## src/rtl/vldrdy_merger.sv

```systemverilog
// -----------------------------------------------------------------------------
// vldrdy_merger
//
// Purpose:
//   Recombines the two valid/ready channels coming out of the distributor
//   stage into a single stream. The two inputs are arbitrated round-robin.
//   Accepted beats go into a 2-entry output FIFO whose head register drives
//   dn_* directly. Because of this, dn_ready never reaches up*_ready
//   combinationally. Every output beat carries the index of its source
//   channel. Each input also has a saturating transfer counter for debug.
//
// Parameters:
//   DATA_W : payload width of each input and of the output
//   CNT_W  : width of the per-input accepted-transfer counters
//
// Ports:
//   clock      in   single clock, all state updates on posedge
//   reset      in   asynchronous, active-high reset
//   up1_valid  in   channel 1 valid
//   up1_ready  out  channel 1 ready
//   up1_data   in   channel 1 payload
//   up2_valid  in   channel 2 valid
//   up2_ready  out  channel 2 ready
//   up2_data   in   channel 2 payload
//   dn_valid   out  merged output valid (registered)
//   dn_ready   in   merged output ready
//   dn_data    out  merged output payload (registered)
//   dn_src     out  source of current dn beat: 0 = up1, 1 = up2
//   cnt1       out  accepted up1 transfers, saturating
//   cnt2       out  accepted up2 transfers, saturating
// -----------------------------------------------------------------------------
module vldrdy_merger #(
   parameter int DATA_W = 8,
   parameter int CNT_W  = 16
) (
   input  logic              clock,
   input  logic              reset,
   input  logic              up1_valid,
   output logic              up1_ready,
   input  logic [DATA_W-1:0] up1_data,
   input  logic              up2_valid,
   output logic              up2_ready,
   input  logic [DATA_W-1:0] up2_data,
   output logic              dn_valid,
   input  logic              dn_ready,
   output logic [DATA_W-1:0] dn_data,
   output logic              dn_src,
   output logic [CNT_W-1:0]  cnt1,
   output logic [CNT_W-1:0]  cnt2
);

   // One buffered beat: source tag plus payload.
   typedef struct packed {
      logic              src;
      logic [DATA_W-1:0] data;
   } beat_t;

   // Entry 0 is always the FIFO head and feeds dn_* directly.
   beat_t             ent0_q, ent0_d;
   beat_t             ent1_q, ent1_d;
   logic [1:0]        occ_q, occ_d;
   logic              dn_valid_q, dn_valid_d;
   // Priority pointer: 0 = up1 wins a tie, 1 = up2 wins a tie.
   logic              ptr_q, ptr_d;
   logic [CNT_W-1:0]  cnt1_q, cnt1_d;
   logic [CNT_W-1:0]  cnt2_q, cnt2_d;

   logic              any_valid;
   logic              grant_sel;   // 0 = up1, 1 = up2; meaningful only with any_valid
   logic              accept;
   logic              push;
   logic              pop;
   beat_t             in_beat;

   // Saturating increment: holds at all-ones instead of wrapping.
   function automatic logic [CNT_W-1:0] sat_inc(input logic [CNT_W-1:0] v);
      if (&v) begin
         return v;
      end
      return v + 1'b1;
   endfunction

   // ---------------------------------------------------------------------
   // Arbitration and handshake
   // ---------------------------------------------------------------------
   // accept depends only on occupancy, never on dn_ready. A full buffer
   // therefore refuses a push even in a cycle where it is popped.
   always_comb begin
      any_valid = up1_valid | up2_valid;
      if (up1_valid && up2_valid) begin
         grant_sel = ptr_q;
      end else begin
         grant_sel = up2_valid;
      end
      accept    = (occ_q != 2'd2);
      up1_ready = accept & any_valid & ~grant_sel;
      up2_ready = accept & any_valid &  grant_sel;
      push      = accept & any_valid;
      pop       = dn_valid_q & dn_ready;
      in_beat.src  = grant_sel;
      in_beat.data = grant_sel ? up2_data : up1_data;
   end

   // ---------------------------------------------------------------------
   // Next-state: FIFO, pointer, counters
   // ---------------------------------------------------------------------
   always_comb begin
      ent0_d = ent0_q;
      ent1_d = ent1_q;
      occ_d  = occ_q;
      ptr_d  = ptr_q;
      cnt1_d = cnt1_q;
      cnt2_d = cnt2_q;

      case ({push, pop})
         2'b10: begin
            if (occ_q == 2'd0) begin
               ent0_d = in_beat;
            end else begin
               ent1_d = in_beat;
            end
            occ_d = occ_q + 2'd1;
         end
         2'b01: begin
            ent0_d = ent1_q;
            occ_d  = occ_q - 2'd1;
         end
         // Push and pop together can only happen with exactly one entry.
         // The new beat replaces the departing head, and occupancy holds.
         2'b11: begin
            ent0_d = in_beat;
         end
         default: begin
         end
      endcase

      if (push) begin
         ptr_d = ~grant_sel;
         if (grant_sel) begin
            cnt2_d = sat_inc(cnt2_q);
         end else begin
            cnt1_d = sat_inc(cnt1_q);
         end
      end

      dn_valid_d = (occ_d != 2'd0);
   end

   // ---------------------------------------------------------------------
   // State registers
   // ---------------------------------------------------------------------
   always_ff @(posedge clock or posedge reset) begin
      if (reset) begin
         ent0_q     <= '0;
         ent1_q     <= '0;
         occ_q      <= 2'd0;
         dn_valid_q <= 1'b0;
         ptr_q      <= 1'b0;
         cnt1_q     <= '0;
         cnt2_q     <= '0;
      end else begin
         ent0_q     <= ent0_d;
         ent1_q     <= ent1_d;
         occ_q      <= occ_d;
         dn_valid_q <= dn_valid_d;
         ptr_q      <= ptr_d;
         cnt1_q     <= cnt1_d;
         cnt2_q     <= cnt2_d;
      end
   end

   assign dn_valid = dn_valid_q;
   assign dn_data  = ent0_q.data;
   assign dn_src   = ent0_q.src;
   assign cnt1     = cnt1_q;
   assign cnt2     = cnt2_q;

endmodule

```

## config.mk

```make
export PLATFORM = sky130hd
export DESIGN_NAME = vldrdy_merger
export DESIGN_NICKNAME = d
export VERILOG_FILES = /design/src/rtl/vldrdy_merger.sv
export SDC_FILE = /design/constraint.sdc
export NUM_CORES = 1
export LEC_CHECK = 0
export ABC_AREA = 1
export CORE_UTILIZATION = 51
export CTS_CLUSTER_DIAMETER = 40
export CTS_CLUSTER_SIZE = 16
export DETAILED_ROUTE_END_ITERATION = 16
export HOLD_SLACK_MARGIN = 0.15
export PLACE_DENSITY = 0.77
export SLEW_MARGIN = 25
export SYNTH_ARGS = -nofsm -noshare
export SYNTH_HDL_FRONTEND = slang
export SYNTH_SLANG_ARGS = --single-unit
```

## constraint.sdc

```tcl
create_clock -name clock -period 2.7 [get_ports clock]
set_clock_uncertainty 0.2 [all_clocks]
set_input_delay 0.54 -clock clock [delete_from_list [all_inputs] [get_ports clock]]
set_output_delay 0.54 -clock clock [all_outputs]
set_load 0.005 [all_outputs]
```

==> results of run 1 <==
[layer usage]
| metal | vias up | part of all wire [%] | GRT usage (%) | wire length, microns |
|---|---|---|---|---|
| met5 | - | 0 | 0 | 0 |
| met4 | 0 | 0.89 | 6.96 | 61 |
| met3 | 7 | 3.1 | 3.31 | 210 |
| met2 | 48 | 50 | 39.6 | 3460 |
| met1 | 1315 | 46 | 28.5 | 3150 |
| li1 | 1449 | - | - | - |
[report_power, final]
group	leakage (nW)	internal, mW	switching [mW]	total [mW]
clock	0.0585	0.278	0.275	0.553
combinational	1.16	0.700	0.651	1.35
sequential	0.692	1.04	0.190	1.23
[cell usage after synthesis (all sizes together) (4+ instances only)]
library cell	instances	area share (%)
nand2	186	23
dfrtp	54	44
nor2	44	7.0
inv	29	3.5
a21oi	20	3.2
nand3	14	2.7
o21ai	12	3.1
nand4	11	2.2
xnor2	10	2.8
mux2	8	2.9
buf	7	2.0
xor2	6	1.7
ha	4	1.6
[final timing paths]
check | cells past startpoint | to | from | slack [ps]
max | 5 | up2_ready | up2_valid | 260
min | 1 | ent1_q[7]$_DFFE_PP0P_ | ent1_q[7]$_DFFE_PP0P_ | 320
max reg2reg | 9 | dn_valid$_DFF_PP0_ | occ_q[0]$_DFF_PP0_ | 680
min reg2reg | 1 | ent1_q[7]$_DFFE_PP0P_ | ent1_q[7]$_DFFE_PP0P_ | 320
max in group asynchronous | 3 | dn_valid$_DFF_PP0_ | reset | 1660
min in group asynchronous | 3 | cnt2[10]$_DFFE_PP0P_ | reset | 400
[metrics by stage]
stage	TNS, ps	util [%]	area [sq um]	setup slack, ps
final	0	68.2	4020	259
after global routing	0	68.2	4020	194
after CTS	0	68.2	4010	7.41
after detailed placement	-44.8	66.3	3900	-44.8
after global placement	-11.8	66.3	3900	-11.8
after floorplan	0	-	3110	527
[what timing repair did]
item                       4_1_cts  5_1_grt
buffers inserted                 0        0
setup endpoints to repair        2        2
hold buffers                     0        0
resized for setup                2        1
cloned                           0        0
[logic make-up (layout without fill, tap and decap cells)]
kind of cell	Yosys count	in the layout	share of synthesized area, %
adder cells (fa/ha/maj)	4	4	1.61
AND/OR/NAND/NOR	258	258	35.2
AO/OA/AOI/OAI	32	32	6.37
XOR/XNOR	16	16	4.51
multiplexers	8	8	2.90
buffers and inverters	39	117	5.88
flip-flops	54	54	43.5
[flip-flops by register name, indices dropped and copies added (netlist names)]
| signal | count |
|---|---|
| cnt1 | 16 |
| ptr_q | 1 |
| ent1_q | 9 |
| dn_valid | 1 |
| dn_src | 1 |
| dn_data | 8 |
| occ_q | 2 |
| cnt2 | 16 |
[critical path: cells and delay by family]
| kind | cells | cell delay [ps] |
|---|---|---|
| buffers and inverters | 3 | 950 |
| AND/OR/NAND/NOR | 2 | 210 |
[layout make-up]
type / instances / area (sq um)
Clock buffer: 5 / 68.8
Inverter: 32 / 120
Fill cell: 504 / 1870
Timing Repair Buffer: 77 / 764
Multi-Input combinational cell: 318 / 1570
Sequential cell: 54 / 1350
Tap cell: 75 / 93.8
Clock inverter: 3 / 43.8
==> flow_summary.html, run 1 <==
<table>
<tr><th>Metric</th><th>Value</th></tr>
<tr><th colspan="2">Outcome</th></tr>
<tr><td>Run status</td><td>complete, no violations</td></tr>
<tr><th colspan="2">Setup path</th></tr>
<tr><td>Worst EP required</td><td>1960 ps</td></tr>
<tr><td>Slowest stage cell, crit path</td><td>sky130_fd_sc_hd__clkdlybuf4s50_1</td></tr>
<tr><td>Data arrival time of the critical path</td><td>1700 ps</td></tr>
<tr><td>Top fanout value on the critical path</td><td>3</td></tr>
<tr><td>CP Class</td><td>in -&gt; out</td></tr>
<tr><td>Largest stage delay on the critical path</td><td>500 ps</td></tr>
<tr><td>Nature of the critical path endpoint</td><td>output pin</td></tr>
<tr><td>Kind of launch point of the worst setup path</td><td>input port</td></tr>
<tr><td>Cell Chain, Critical Path</td><td>dlygate4sd2_1 &gt; nand2_2 &gt; buf_4 &gt; nor2_8 &gt; clkdlybuf4s50_1</td></tr>
<tr><th colspan="2">Power</th></tr>
<tr><td>Power density normalized to cell area</td><td>781 nW/um^2</td></tr>
<tr><td>Peak ir drop on the vdd network</td><td>0.519 mV</td></tr>
<tr><td>Final Total Pwr</td><td>3.14 mW</td></tr>
<tr><td>Leakage power figure</td><td>1.91 nW</td></tr>
<tr><th colspan="2">Die</th></tr>
<tr><td>Core Footprint</td><td>5890 sq um</td></tr>
<tr><td>Die extent in x</td><td>80.0 microns</td></tr>
<tr><td>Std cell rows</td><td>28</td></tr>
<tr><td>Effective utilization at floorplan</td><td>52.8%</td></tr>
<tr><td>Die Area</td><td>6410 sq um</td></tr>
<tr><td>IO Pins</td><td>65</td></tr>
<tr><td>Die Y</td><td>80.0 microns</td></tr>
<tr><th colspan="2">Yosys</th></tr>
<tr><td>Number of distinct library cells after synthesis</td><td>26</td></tr>
<tr><td>Count of flip-flops with a built-in enable after synthesis</td><td>0</td></tr>
<tr><td>Syn Area/Cell</td><td>7.56 sq um</td></tr>
<tr><td>Top FF cell, synth</td><td>sky130_fd_sc_hd__dfrtp_1</td></tr>
<tr><td>Syn. warnings</td><td>0</td></tr>
<tr><td>Synth Instances</td><td>411</td></tr>
<tr><td>Post-Syn Area</td><td>3110 sq um</td></tr>
<tr><td>Net count of the mapped netlist</td><td>436</td></tr>
<tr><td>Sequential cell area fraction in the yosys report</td><td>43.5%</td></tr>
<tr><td>Share of flip-flops with an asynchronous set or reset</td><td>100%</td></tr>
<tr><td>Flop and latch count out of synthesis</td><td>54</td></tr>
<tr><th colspan="2">Clocking</th></tr>
<tr><td>Number of CTS-inserted buffers</td><td>5</td></tr>
<tr><td>Cell at the root of the clock tree</td><td>sky130_fd_sc_hd__clkbuf_8</td></tr>
<tr><td>H-Tree Level Count</td><td>2</td></tr>
<tr><td># clock sinks</td><td>54</td></tr>
<tr><td>Bufs on Longest Clock Path</td><td>2</td></tr>
<tr><td>Post-CTS clock slew at the launch and capture registers of the worst setup and hold paths</td><td>100 ps</td></tr>
<tr><td>Skew-Pair Late Insertion Delay</td><td>310 ps</td></tr>
<tr><td>Clock tree from TritonCTS</td><td>yes</td></tr>
<tr><th colspan="2">Final layout</th></tr>
<tr><td>Final layout net count</td><td>513</td></tr>
<tr><td>Area delta synth-&gt;final</td><td>29.3%</td></tr>
<tr><td>Number of standard cells in the layout, taps in and fillers out</td><td>564</td></tr>
<tr><td>Layout cells sized above 1</td><td>10.4%</td></tr>
<tr><td>Antenna Cells</td><td>0</td></tr>
<tr><td>Commonest cells after routing, fill and taps aside</td><td>sky130_fd_sc_hd__nand2_1 (184), sky130_fd_sc_hd__clkdlybuf4s50_1 (62), sky130_fd_sc_hd__dfrtp_1 (54)</td></tr>
<tr><td>Most common cell after layout, fill and taps aside</td><td>sky130_fd_sc_hd__nand2_1</td></tr>
<tr><th colspan="2">Global routing</th></tr>
<tr><td>Number of global-route vias before repair</td><td>2559</td></tr>
<tr><td>Grt total ovfl</td><td>0</td></tr>
<tr><td>Antenna violations before repair</td><td>0</td></tr>
<tr><td>Total Routing Usage GR</td><td>22.6%</td></tr>
<tr><td>First-pass GRT wire length</td><td>11400 microns</td></tr>
<tr><td>Largest net degree at the start of global routing</td><td>55</td></tr>
<tr><th colspan="2">Timing</th></tr>
<tr><td>Highest achievable clock rate</td><td>410 MHz</td></tr>
<tr><td>Worst-case headroom to the max-slew limit</td><td>72.4%</td></tr>
<tr><td>Minimum period implied by the final worst setup slack</td><td>2440 ps</td></tr>
<tr><td>Hold slack final</td><td>321 ps</td></tr>
<tr><td>Transition time of the tightest slew-check pin</td><td>412 ps</td></tr>
<tr><td>Final setup fails</td><td>0</td></tr>
<tr><td>Setup repair after global routing missed its margin</td><td>false</td></tr>
<tr><td>Final hold viol count</td><td>0</td></tr>
<tr><td>Number of max-slew violations in the final report</td><td>0</td></tr>
<tr><td>Post-route clock period utilization</td><td>90.4%</td></tr>
<tr><th colspan="2">Worst hold path</th></tr>
<tr><td>Classification of the worst-slack hold path</td><td>reg -&gt; reg</td></tr>
<tr><th colspan="2">Place</th></tr>
<tr><td>Input/output buffers</td><td>64</td></tr>
<tr><td>Routability cong.</td><td>0.826</td></tr>
<tr><td>HPWL after detailed placement</td><td>5020 microns</td></tr>
<tr><td># placed instances</td><td>556</td></tr>
<tr><th colspan="2">Drt</th></tr>
<tr><td>Wirelength, routed</td><td>6890 microns</td></tr>
<tr><td>Via-per-instance ratio</td><td>5.00</td></tr>
<tr><td>Vias after detailed routing</td><td>2819</td></tr>
<tr><td>Detailed-route wire length per cell</td><td>12.2 microns</td></tr>
<tr><td>Final routed DRC violation total</td><td>0</td></tr>
<tr><td>First-pass detailed-route iteration total</td><td>4</td></tr>
<tr><td>DRC marker count from the first detailed-route iteration</td><td>102</td></tr>
<tr><td>Remaining antenna violation count after routing</td><td>0</td></tr>
<tr><th colspan="2">Run</th></tr>
<tr><td>MaxCap Viol Count</td><td>0</td></tr>
</table>
Note: power is estimated with default switching activity, not from simulation.
==> run 2: changes to the inputs <==
--- a/config.mk
+++ b/config.mk
@@ -6,12 +6,13 @@
 export NUM_CORES = 1
 export LEC_CHECK = 0
 export ABC_AREA = 1
-export CORE_UTILIZATION = 51
+export CORE_UTILIZATION = 60
 export CTS_CLUSTER_DIAMETER = 40
 export CTS_CLUSTER_SIZE = 16
 export DETAILED_ROUTE_END_ITERATION = 16
+export DONT_BUFFER_PORTS = 1
 export HOLD_SLACK_MARGIN = 0.15
-export PLACE_DENSITY = 0.77
+export PLACE_DENSITY = 0.73
 export SLEW_MARGIN = 25
 export SYNTH_ARGS = -nofsm -noshare
 export SYNTH_HDL_FRONTEND = slang
==> run 2 against run 1 <==
  * Cell count is 14% lower
  * Worst setup slack gained 330 ps
  * Via count is 8.5% lower
  * Wire length is 8.4% lower
  * Clock power up 17%
==> flow_summary.html, run 2 (synthesized netlist as in run 1, its figures left out) <==
<table>
<tr><th>Metric</th><th>Value</th></tr>
<tr><th colspan="2">Global routing</th></tr>
<tr><td>First-pass GRT wire length</td><td>10400 microns (-8.5%)</td></tr>
<tr><td>Number of global-route vias before repair</td><td>2327 (-9.1%)</td></tr>
<tr><td>Largest net degree at the start of global routing</td><td>29 (-47%)</td></tr>
<tr><td>Grt total ovfl</td><td>0 (unchanged)</td></tr>
<tr><td>Total Routing Usage GR</td><td>24.7% (+2.1 points)</td></tr>
<tr><td>Antenna violations before repair</td><td>0 (unchanged)</td></tr>
<tr><th colspan="2">Run</th></tr>
<tr><td>MaxCap Viol Count</td><td>0 (unchanged)</td></tr>
<tr><th colspan="2">Clocking</th></tr>
<tr><td>H-Tree Level Count</td><td>2 (unchanged)</td></tr>
<tr><td>Clock tree from TritonCTS</td><td>yes</td></tr>
<tr><td>Post-CTS setup buffer count</td><td>0 (unchanged)</td></tr>
<tr><td># clock sinks</td><td>54 (unchanged)</td></tr>
<tr><td>Cell at the root of the clock tree</td><td>sky130_fd_sc_hd__clkbuf_8</td></tr>
<tr><td>Number of CTS-inserted buffers</td><td>5 (unchanged)</td></tr>
<tr><td>Bufs on Longest Clock Path</td><td>2 (unchanged)</td></tr>
<tr><td>Skew-Pair Late Insertion Delay</td><td>310 ps (about the same)</td></tr>
<tr><td>Post-CTS clock slew at the launch and capture registers of the worst setup and hold paths</td><td>100 ps (about the same)</td></tr>
<tr><th colspan="2">Die</th></tr>
<tr><td>Die Y</td><td>73.9 microns (-7.6%)</td></tr>
<tr><td>Std cell rows</td><td>25 (-11%)</td></tr>
<tr><td>IO Pins</td><td>65 (unchanged)</td></tr>
<tr><td>Die Area</td><td>5470 sq um (-15%)</td></tr>
<tr><td>Core Footprint</td><td>4850 sq um (-18%)</td></tr>
<tr><td>Effective utilization at floorplan</td><td>64.1% (+11 points)</td></tr>
<tr><td>Die extent in x</td><td>73.9 microns (-7.6%)</td></tr>
<tr><th colspan="2">Drt</th></tr>
<tr><td>Final routed DRC violation total</td><td>0 (unchanged)</td></tr>
<tr><td>Remaining antenna violation count after routing</td><td>0 (unchanged)</td></tr>
<tr><td>Detailed-route wire length per cell</td><td>13.0 microns (+6.1%)</td></tr>
<tr><td>DRC marker count from the first detailed-route iteration</td><td>106 (+3.9%)</td></tr>
<tr><td>Via-per-instance ratio</td><td>5.30 (+6.0%)</td></tr>
<tr><td>Vias after detailed routing</td><td>2580 (-8.5%)</td></tr>
<tr><td>First-pass detailed-route iteration total</td><td>4 (unchanged)</td></tr>
<tr><td>Wirelength, routed</td><td>6310 microns (-8.4%)</td></tr>
<tr><th colspan="2">Worst hold path</th></tr>
<tr><td>Classification of the worst-slack hold path</td><td>in -&gt; reg</td></tr>
<tr><th colspan="2">Power</th></tr>
<tr><td>Peak ir drop on the vdd network</td><td>0.566 mV (+9.0%)</td></tr>
<tr><td>Power density normalized to cell area</td><td>856 nW/um^2 (+9.6%)</td></tr>
<tr><td>Leakage power figure</td><td>1.64 nW (-14%)</td></tr>
<tr><td>Final Total Pwr</td><td>2.86 mW (-8.9%)</td></tr>
<tr><th colspan="2">Setup path</th></tr>
<tr><td>Origin of the critical flop-to-flop path</td><td>occ_q[0]$_DFF_PP0_</td></tr>
<tr><td>Largest stage delay on the critical path</td><td>370 ps (-130 ps)</td></tr>
<tr><td>Top fanout value on the critical path</td><td>10 (+7)</td></tr>
<tr><td>Kind of launch point of the worst setup path</td><td>flop</td></tr>
<tr><td>Worst EP required</td><td>1960 ps (about the same)</td></tr>
<tr><td>Count of buffering cells on the critical path with inverters included</td><td>2 (-1)</td></tr>
<tr><td>Slowest stage cell, crit path</td><td>sky130_fd_sc_hd__dfrtp_1</td></tr>
<tr><td>Launch point of the worst path</td><td>ptr_q$_DFFE_PP0P_</td></tr>
<tr><td>Worst Reg2Reg Path Length in Cells</td><td>11 (+2)</td></tr>
<tr><td>Setup crit end</td><td>up1_ready</td></tr>
<tr><td>Nature of the critical path endpoint</td><td>output pin</td></tr>
<tr><td>Top delay family on crit path</td><td>simple AND/OR/NAND/NOR gates</td></tr>
<tr><td>End of the worst register-to-register path</td><td>dn_data[3]$_DFFE_PP0P_</td></tr>
<tr><td>Cell Chain, Critical Path</td><td>inv_1 &gt; nand2_1 &gt; nand2_1 &gt; inv_2 &gt; nor2_8</td></tr>
<tr><td>Number of cells on the critical path</td><td>5 (unchanged)</td></tr>
<tr><td>Worst-case register-to-register setup slack</td><td>670 ps (about the same)</td></tr>
<tr><td>Cell seen most often among critical-path stages</td><td>sky130_fd_sc_hd__nand2_1</td></tr>
<tr><td>Data arrival time of the critical path</td><td>1370 ps (-330 ps)</td></tr>
<tr><td>CP Class</td><td>reg -&gt; out</td></tr>
<tr><th colspan="2">Final layout</th></tr>
<tr><td>Multi-input gate area</td><td>1570 sq um (-0.16%)</td></tr>
<tr><td>Commonest cells after routing, fill and taps aside</td><td>sky130_fd_sc_hd__nand2_1 (185), sky130_fd_sc_hd__dfrtp_1 (54), sky130_fd_sc_hd__nor2_1 (38)</td></tr>
<tr><td>Antenna Cells</td><td>0 (unchanged)</td></tr>
<tr><td>Most common cell after layout, fill and taps aside</td><td>sky130_fd_sc_hd__nand2_1</td></tr>
<tr><td>Area occupied by registers</td><td>1350 sq um (unchanged)</td></tr>
<tr><td>Final core area utilization</td><td>68.9% (+0.64 points)</td></tr>
<tr><td>Number of filler instances in the final layout</td><td>419 (-17%)</td></tr>
<tr><td>Final layout net count</td><td>444 (-13%)</td></tr>
<tr><td>Layout cells sized above 1</td><td>10.5% (+0.047 points)</td></tr>
<tr><td>Area delta synth-&gt;final</td><td>7.53%</td></tr>
<tr><th colspan="2">Place</th></tr>
<tr><td>Routability cong.</td><td>0.829 (+0.38%)</td></tr>
<tr><td>HPWL after detailed placement</td><td>4570 microns (-8.9%)</td></tr>
<tr><td>Input/output buffers</td><td>0 (-100%)</td></tr>
<tr><th colspan="2">Timing</th></tr>
<tr><td>Number of max-slew violations in the final report</td><td>0 (unchanged)</td></tr>
<tr><td>Setup repair after global routing missed its margin</td><td>false</td></tr>
<tr><td>Post-route clock period utilization</td><td>78.0% (-12 points)</td></tr>
<tr><td>Highest achievable clock rate</td><td>475 MHz (+16%)</td></tr>
<tr><td>Final hold viol count</td><td>0 (unchanged)</td></tr>
<tr><td>Final-layout setup total negative slack</td><td>0 ps (unchanged)</td></tr>
<tr><td>Transition time of the tightest slew-check pin</td><td>570 ps (+157 ps)</td></tr>
<tr><td>Minimum period implied by the final worst setup slack</td><td>2110 ps (-335 ps)</td></tr>
<tr><td>Worst-case headroom to the max-slew limit</td><td>62.0% (-10 points)</td></tr>
<tr><td>Final setup fails</td><td>0 (unchanged)</td></tr>
<tr><th colspan="2">Outcome</th></tr>
<tr><td>Run status</td><td>complete, no violations</td></tr>
</table>
[run 2: report_power, final]
part / internal, mW / total [mW] / leakage, nW / switching, mW
Combinational: 0.395 / 0.948 / 0.883 / 0.553
Clock: 0.372 / 0.648 / 0.0683 / 0.276
Sequential: 1.04 / 1.26 / 0.692 / 0.220
[run 2: how the worst min path moves through the flow]
stage	slack (ps)	depth (start not counted)	end	start
floorplan	250	2	ent1_q[8]$_DFFE_PP0P_	ent1_q[8]$_DFFE_PP0P_
global placement	270	2	ent1_q[8]$_DFFE_PP0P_	ent1_q[8]$_DFFE_PP0P_
detailed placement	290	1	ent1_q[2]$_DFFE_PP0P_	ent1_q[2]$_DFFE_PP0P_
CTS	260	4	dn_data[2]$_DFFE_PP0P_	up2_data[2]
global route	290	4	dn_data[4]$_DFFE_PP0P_	up2_data[4]
finish	260	4	dn_data[2]$_DFFE_PP0P_	up2_data[2]
[run 2: per-stage QoR]
step	setup WS [ps]	std cells	cell area (sq um)	hold WS (ps)
2_1_floorplan	527	411	3110	253
3_3_place_gp	666	478	3190	271
3_5_place_dp	626	478	3190	293
4_1_cts	596	487	3340	256
5_1_grt	478	487	3340	289
6_report	594	487	3340	263
[run 2: routing by layer]
| layer | GRT usage, % | part of all wire [%] | up-vias |
|---|---|---|---|
| met2 | 41.0 | 48 | 58 |
| met4 | 8.33 | 1.7 | 0 |
| met5 | 0 | 0 | - |
| met1 | 31.2 | 45 | 1207 |
| li1 | - | - | 1303 |
| met3 | 6.64 | 5.1 | 12 |
[run 2: final cells by class]
cell class              instances  share of cell area [%]
clock buffers                   5                    2.06
clock inverters                 3                    2.06
inverters                      32                    3.60
multi-input cells             318                    47.1
flip-flops and latches         54                    40.5
well taps                      67                    2.51
repair buffers                  8                    2.25
[run 2: what timing repair did]
item                      in CTS  in global routing
hold endpoints to repair      26                  0
resized for setup              0                  0
hold buffers                   1                  0
[run 2: worst min-delay path, delay by kind of cell]
kind	cells	cell delay, ps
AND/OR/NAND/NOR	3	160
AO/OA/AOI/OAI	1	50
